--- src/rtl/planes_bus_pkg.sv ---
// Shared types and constants for the CPU-side initiator toward the tilemap planes block.
package planes_bus_pkg;

  typedef enum logic [2:0] {
    ST_IDLE,
    ST_SETUP,
    ST_STROBE,
    ST_WAIT,
    ST_CAPTURE,
    ST_RELEASE,
    ST_HOLD
  } state_e;

  localparam int         DTACK_SYNC_DEPTH = 2;
  localparam logic [7:0] OPEN_BUS         = 8'hFF;

  // k052109 has priority when both tile chips claim the bus.
  function automatic logic [7:0] pick_rdata(input logic       dir_a,
                                            input logic [7:0] data_a,
                                            input logic       dir_b,
                                            input logic [7:0] data_b);
    if (dir_a)      return data_a;
    else if (dir_b) return data_b;
    else            return OPEN_BUS;
  endfunction

endpackage

--- src/rtl/planes_dtack_sync.sv ---
// Multi-flop synchronizer for the active-low VDTAC acknowledge; presets to idle-high.
module planes_dtack_sync
  import planes_bus_pkg::*;
(
  input  logic clk_i,
  input  logic rst_ni,
  input  logic async_i,
  output logic sync_o
);

  logic [DTACK_SYNC_DEPTH-1:0] sync_q;

  always_ff @(posedge clk_i or negedge rst_ni) begin
    if (!rst_ni) sync_q <= '1;
    else         sync_q <= {sync_q[DTACK_SYNC_DEPTH-2:0], async_i};
  end

  assign sync_o = sync_q[DTACK_SYNC_DEPTH-1];

endmodule

--- src/rtl/planes_bus_master.sv ---
// Converts a req/done handshake into 68000-style strobes toward the planes block,
// waits for VDTAC and captures read data from the driving tile chip.
module planes_bus_master
  import planes_bus_pkg::*;
#(
  parameter int TIMEOUT   = 255,
  parameter int SETUP_CYC = 1,
  parameter int HOLD_CYC  = 1
) (
  input  logic        clk_main,
  input  logic        nRES,
  input  logic        req,
  input  logic        req_wr,
  input  logic [15:0] req_addr,
  input  logic        req_uds,
  input  logic        req_rmrd,
  input  logic [7:0]  req_wdata,
  output logic        done,
  output logic        err,
  output logic [7:0]  rdata,
  output logic        busy,
  output logic        contention,
  output logic        VRAMCS,
  output logic        PDS,
  output logic        NREAD,
  output logic        nUDS,
  output logic        m68k_addr_16,
  output logic [14:0] AB,
  output logic [7:0]  DB_IN,
  output logic        RMRD,
  input  logic        VDTAC,
  input  logic [7:0]  DB_OUT_k052109,
  input  logic        DBDIR_k052109,
  input  logic [7:0]  DB_OUT_k051962,
  input  logic        DBDIR_k051962
);

  localparam int CNT_W = $clog2(TIMEOUT + 1);
  localparam logic [CNT_W-1:0] CNT_ONE = CNT_W'(1);

  state_e           state_q, state_d;
  logic [CNT_W-1:0] cnt_q, cnt_d;
  logic             vramcs_q, vramcs_d;
  logic             pds_q, pds_d;
  logic             nread_q, nread_d;
  logic             nuds_q, nuds_d;
  logic             a16_q, a16_d;
  logic [14:0]      ab_q, ab_d;
  logic [7:0]       db_in_q, db_in_d;
  logic             rmrd_q, rmrd_d;
  logic             done_q, done_d;
  logic             err_q, err_d;
  logic             err_flag_q, err_flag_d;
  logic             busy_q, busy_d;
  logic [7:0]       rdata_q, rdata_d;
  logic             contention_q, contention_d;
  logic             vdtac_s;

  planes_dtack_sync u_dtack_sync (
    .clk_i   (clk_main),
    .rst_ni  (nRES),
    .async_i (VDTAC),
    .sync_o  (vdtac_s)
  );

  always_ff @(posedge clk_main or negedge nRES) begin
    if (!nRES) begin
      state_q      <= ST_IDLE;
      cnt_q        <= '0;
      vramcs_q     <= 1'b1;
      pds_q        <= 1'b1;
      nread_q      <= 1'b1;
      nuds_q       <= 1'b1;
      a16_q        <= 1'b0;
      ab_q         <= '0;
      db_in_q      <= '0;
      rmrd_q       <= 1'b0;
      done_q       <= 1'b0;
      err_q        <= 1'b0;
      err_flag_q   <= 1'b0;
      busy_q       <= 1'b0;
      rdata_q      <= OPEN_BUS;
      contention_q <= 1'b0;
    end else begin
      state_q      <= state_d;
      cnt_q        <= cnt_d;
      vramcs_q     <= vramcs_d;
      pds_q        <= pds_d;
      nread_q      <= nread_d;
      nuds_q       <= nuds_d;
      a16_q        <= a16_d;
      ab_q         <= ab_d;
      db_in_q      <= db_in_d;
      rmrd_q       <= rmrd_d;
      done_q       <= done_d;
      err_q        <= err_d;
      err_flag_q   <= err_flag_d;
      busy_q       <= busy_d;
      rdata_q      <= rdata_d;
      contention_q <= contention_d;
    end
  end

  always_comb begin
    state_d      = state_q;
    cnt_d        = cnt_q;
    vramcs_d     = vramcs_q;
    pds_d        = pds_q;
    nread_d      = nread_q;
    nuds_d       = nuds_q;
    a16_d        = a16_q;
    ab_d         = ab_q;
    db_in_d      = db_in_q;
    rmrd_d       = rmrd_q;
    done_d       = 1'b0;
    err_d        = 1'b0;
    err_flag_d   = err_flag_q;
    busy_d       = busy_q;
    rdata_d      = rdata_q;
    contention_d = contention_q;

    unique case (state_q)
      ST_IDLE: begin
        if (req) begin
          nread_d    = req_wr;
          nuds_d     = ~req_uds;
          a16_d      = req_addr[15];
          ab_d       = req_addr[14:0];
          rmrd_d     = req_rmrd;
          if (req_wr) db_in_d = req_wdata;
          busy_d     = 1'b1;
          err_flag_d = 1'b0;
          cnt_d      = CNT_W'(SETUP_CYC);
          state_d    = ST_SETUP;
        end
      end
      ST_SETUP: begin
        if (cnt_q <= CNT_ONE) begin
          pds_d    = 1'b0;
          vramcs_d = 1'b0;
          state_d  = ST_STROBE;
        end else begin
          cnt_d = cnt_q - CNT_ONE;
        end
      end
      ST_STROBE: begin
        cnt_d   = CNT_W'(TIMEOUT);
        state_d = ST_WAIT;
      end
      ST_WAIT: begin
        if (!vdtac_s) begin
          state_d = ST_CAPTURE;
        end else if (cnt_q <= CNT_ONE) begin
          // Abort without capturing: rdata keeps its previous value.
          err_flag_d = 1'b1;
          pds_d      = 1'b1;
          vramcs_d   = 1'b1;
          cnt_d      = CNT_W'(TIMEOUT);
          state_d    = ST_RELEASE;
        end else begin
          cnt_d = cnt_q - CNT_ONE;
        end
      end
      ST_CAPTURE: begin
        if (!nread_q) begin
          rdata_d = pick_rdata(DBDIR_k052109, DB_OUT_k052109,
                               DBDIR_k051962, DB_OUT_k051962);
          if (DBDIR_k052109 && DBDIR_k051962) contention_d = 1'b1;
        end
        pds_d    = 1'b1;
        vramcs_d = 1'b1;
        cnt_d    = CNT_W'(TIMEOUT);
        state_d  = ST_RELEASE;
      end
      ST_RELEASE: begin
        // Counter bounds the wait for VDTAC to be withdrawn.
        if (vdtac_s) begin
          cnt_d   = CNT_W'(HOLD_CYC);
          state_d = ST_HOLD;
        end else if (cnt_q <= CNT_ONE) begin
          err_flag_d = 1'b1;
          cnt_d      = CNT_W'(HOLD_CYC);
          state_d    = ST_HOLD;
        end else begin
          cnt_d = cnt_q - CNT_ONE;
        end
      end
      ST_HOLD: begin
        if (cnt_q <= CNT_ONE) begin
          done_d     = 1'b1;
          err_d      = err_flag_q;
          err_flag_d = 1'b0;
          busy_d     = 1'b0;
          nread_d    = 1'b1;
          nuds_d     = 1'b1;
          state_d    = ST_IDLE;
        end else begin
          cnt_d = cnt_q - CNT_ONE;
        end
      end
      default: state_d = ST_IDLE;
    endcase
  end

  assign done         = done_q;
  assign err          = err_q;
  assign rdata        = rdata_q;
  assign busy         = busy_q;
  assign contention   = contention_q;
  assign VRAMCS       = vramcs_q;
  assign PDS          = pds_q;
  assign NREAD        = nread_q;
  assign nUDS         = nuds_q;
  assign m68k_addr_16 = a16_q;
  assign AB           = ab_q;
  assign DB_IN        = db_in_q;
  assign RMRD         = rmrd_q;

endmodule

--- config.mk ---
export PLATFORM = sky130hd
export DESIGN_NAME = planes_bus_master
export DESIGN_NICKNAME = d
export VERILOG_FILES = /design/src/rtl/planes_bus_pkg.sv /design/src/rtl/planes_dtack_sync.sv /design/src/rtl/planes_bus_master.sv
export SDC_FILE = /design/constraint.sdc
export NUM_CORES = 1
export LEC_CHECK = 0
export BUFFER_PORTS_ARGS = -buffer_cell sky130_fd_sc_hd__buf_2
export CAP_MARGIN = 20
export CORE_UTILIZATION = 35
export DETAILED_ROUTE_END_ITERATION = 8
export HOLD_SLACK_MARGIN = 0.15
export MAX_ROUTING_LAYER = met4
export PLACE_DENSITY_LB_ADDON = 0.08
export SLEW_MARGIN = 20
export SYNTH_ARGS = -nofsm -noshare
export SYNTH_HDL_FRONTEND = slang
export SYNTH_SLANG_ARGS = --single-unit
--- constraint.sdc ---
create_clock -name clk_main -period 2.7 [get_ports clk_main]
set_input_delay 0.54 -clock clk_main [delete_from_list [all_inputs] [get_ports clk_main]]
set_output_delay 0.54 -clock clk_main [all_outputs]
set_load 0.1 [all_outputs]
==> flow_metrics.py <==
metrics = {
    "global_route": {
        "grt_max_degree": 24,
        "grt_pass1_wl_mm": 11.2,
        "gr-usage-all-layers_pct": 17.0,
        "grt_pass1_vias": 2309,
        "antenna_found_initial": 0,
        "grt-ovfl-total": 0,
    },
    "logic_synthesis": {
        "synth_top_family_by_area": "compound AO/OA/AOI/OAI gates",
        "synthSimpleGateAreaFrac_pct": 15.7,
        "synth_xor_area_share_pct": 0.307,
        "synthDistinctLibCells": 58,
        "synth_compound_area_share_pct": 20.4,
        "syn_avg_cell_area_um2": 10.1,
        "netlist.top_cell.by_area": "dfrtp_1",
        "syn_nets": 333,
        "synthAdderAreaFrac_pct": 0.876,
        "synth_seq_cells": 54,
        "syn_inst": 282,
        "ys_seq_area_share_pct": 47.9,
        "synth_area_mm2": 0.00286,
        "synth.area.mux_share_pct": 10.2,
        "synth_async_sr_flop_share_pct": 100,
        "synth-edff-count": 0,
        "synth_area_leaders": "dfrtp_1 36%, dfstp_2 12%, mux2_2 9.9%",
        "yosysTopAreaCellShare_pct": 35.9,
        "ys_warn_count": 0,
        "ys.flop_type": "dfrtp_1",
    },
    "clocking": {
        "cts_sinks": 54,
        "clk_pin_slew_worst_paths_ns": 0.12,
        "cts_tree": "built",
        "clockRootBuffer": "clkbuf_8",
        "cts_made_buffers": 5,
        "ctsResizeCount": 0,
        "cts-htree-levels": 2,
        "cts_buffer_depth": 2,
        "cts_setup_buffers": 0,
        "cts_hold_buf": 0,
        "clkLatencyLatePin_ns": 0.32,
    },
    "timing": {
        "rsz0062_at_grt": "no",
        "tns_ns": 0,
        "period_share_pct": 83.8,
        "setup_slack_ns": 0.437,
        "worstMarginPinSlew_ns": 0.646,
        "setup_viol": 0,
        "fin_worst_skew_ns": 0.0156,
        "slew-limit-headroom_pct": 56.9,
        "fmax_mhz": 442,
        "maxSlewViolCount": 0,
        "period_needed_ns": 2.26,
        "final-hold-violation-count": 0,
    },
    "placement": {
        "io_buffers": 89,
        "routabilityCongestion": 0.865,
        "pre_cts_slack_ns": 0.488,
        "hpwl_mm": 5.02,
    },
    "setup_path": {
        "crit_fanout": 14,
        "r2r_setup_slack_ns": 0.44,
        "crit_slowest_cell": "or4_4",
        "path_class": "flop to flop",
        "r2r.worst_path.cells": 5,
        "reg2reg_to": "cnt_q[6]",
        "start_kind": "flop",
        "cp_data_required_time_ns": 2.89,
        "reg2reg_from": "cnt_q[2]",
        "max_stage_delay_ns": 0.58,
        "cp_data_arrival_time_ns": 2.46,
        "cp_cell_sequence": "or4_4, nor3_4, a21oi_1, nor3b_2, o22ai_1",
        "crit_path_end_kind": "flop",
    },
    "flow_run": {
        "drv_cap": 0,
    },
    "layout": {
        "area_delta_synth_final_pct": 22.8,
        "diodes": 0,
        "nets": 416,
        "drive_above_1_share_pct": 42.1,
    },
    "die": {
        "initial_core_util_pct": 36.6,
        "dieWidth_um": 92.3,
        "die_h_um": 92.3,
        "core_region_area_mm2": 0.00781,
        "num_io_pins": 90,
        "fp-row-count": 32,
        "die_area_mm2": 0.00852,
    },
    "drt": {
        "dr.pass1.iters": 4,
        "drt_wl_total_mm": 6.82,
        "drc_errors": 0,
        "drtIter0Drc": 239,
        "via_per_inst": 5.24,
        "wire_per_inst_um": 14.6,
        "num_vias": 2452,
        "ant_nets": 0,
    },
    "status": {
        "status": "finished, final reports clean",
    },
    "min_path": {
        "min_path_type": "primary input to async pin",
    },
}
## cells in the final DEF, fill, tap and decap left out, drive strengths merged, types with 3 or more instances in the layout
| cell type | count |
|---|---|
| buf | 97 |
| dfrtp | 41 |
| nand2 | 25 |
| mux2 | 25 |
| o21ai | 22 |
| nor2 | 15 |
| a21oi | 14 |
| dfstp | 13 |
| o22ai | 11 |
| nor3 | 10 |
| inv | 9 |
| nand2b | 6 |
| nor2b | 6 |
| clkbuf | 5 |
| nand3 | 4 |
| a31oi | 4 |
| a211oi | 4 |
| or3 | 4 |
| o31ai | 4 |
| nor3b | 4 |
| and3 | 3 |
| a21o | 3 |
| o211ai | 3 |
## sequential cells by signal (all words and copies together) (netlist names)
signal,count
done,1
contention,1
m68k_addr_16,1
nUDS,1
RMRD,1
u_dtack_sync.sync_q,2
AB,15
rdata,8
state_q,3
NREAD,1
err_flag_q,1
PDS,1
busy,1
DB_IN,8
err,1
cnt_q,8
## layer usage
| metal | up-vias | global-route usage (%) | part of all wire (%) |
|---|---|---|---|
| li1 | 1197 | - | - |
| met1 | 1151 | 23.1 | 46 |
| met2 | 95 | 26.0 | 46 |
| met3 | 9 | 2.71 | 6.1 |
| met4 | 0 | 5.21 | 1.4 |
| met5 | - | - | 0 |
## layout make-up
type                            instances  area [um^2]
Fill cell                             757         4300
Sequential cell                        54         1370
Multi-Input combinational cell        199         1360
Timing Repair Buffer                   97          505
Tap cell                              102          128
Clock buffer                            5         68.8
Clock inverter                          3         48.8
Inverter                                8         30.0
## cell families after synthesis
kind of cell / after synthesis
simple gates: 84
compound gates: 86
buf+inv: 29
mux: 26
flops: 54
fa+ha+maj: 2
xor+xnor: 1
## cells in the mapped netlist, types with 2 or more instances
master	number
dfrtp_1	41
mux2_2	25
nand2_1	25
o21ai_0	18
nor2_1	15
a21oi_1	14
clkbuf_1	14
dfstp_2	13
o22ai_1	11
nor3_1	9
inv_1	7
nand2b_1	6
nor2b_1	6
a211oi_1	4
a31oi_1	4
nand3_1	4
o21ai_1	4
or3_1	4
a21o_1	3
and3_1	3
o211ai_1	3
o31ai_1	3
a221oi_1	2
buf_1	2
buf_2	2
buf_6	2
ha_1	2
nor3b_1	2
nor3b_2	2
o2111a_1	2
o21a_1	2
o221ai_1	2
## metrics by stage
step                util (%)  area, um^2  hold slack, ns  cells
finish                  44.9        3510           0.173    468
global route            44.9        3510           0.219    468
CTS                     44.9        3510           0.196    468
detailed placement      43.4        3390           0.351    460
global placement        43.4        3390           0.347    460
floorplan                  -        2860           0.244    282
## critical path, delay by kind of cell (launching register included)
kind             cells  cell delay [ns]
AO/OA/AOI/OAI        2             0.26
flip-flops           1             0.52
AND/OR/NAND/NOR      3             1.35
## how the worst max path moves through the flow
stage | startpoint | endpoint | slack, ns | cells past startpoint
final | cnt_q[2] | cnt_q[6] | 0.44 | 5
after global routing | cnt_q[0] | cnt_q[6] | 0.33 | 7
after CTS | cnt_q[2] | cnt_q[6] | 0.46 | 5
after detailed placement | cnt_q[2] | cnt_q[6] | 0.49 | 5
after global placement | cnt_q[2] | cnt_q[7] | 0.48 | 5
after floorplan | cnt_q[2] | cnt_q[3] | 0.82 | 7
Power is not shown: default switching activity piles up to over one toggle a cycle in this logic, so the estimate is an artifact.
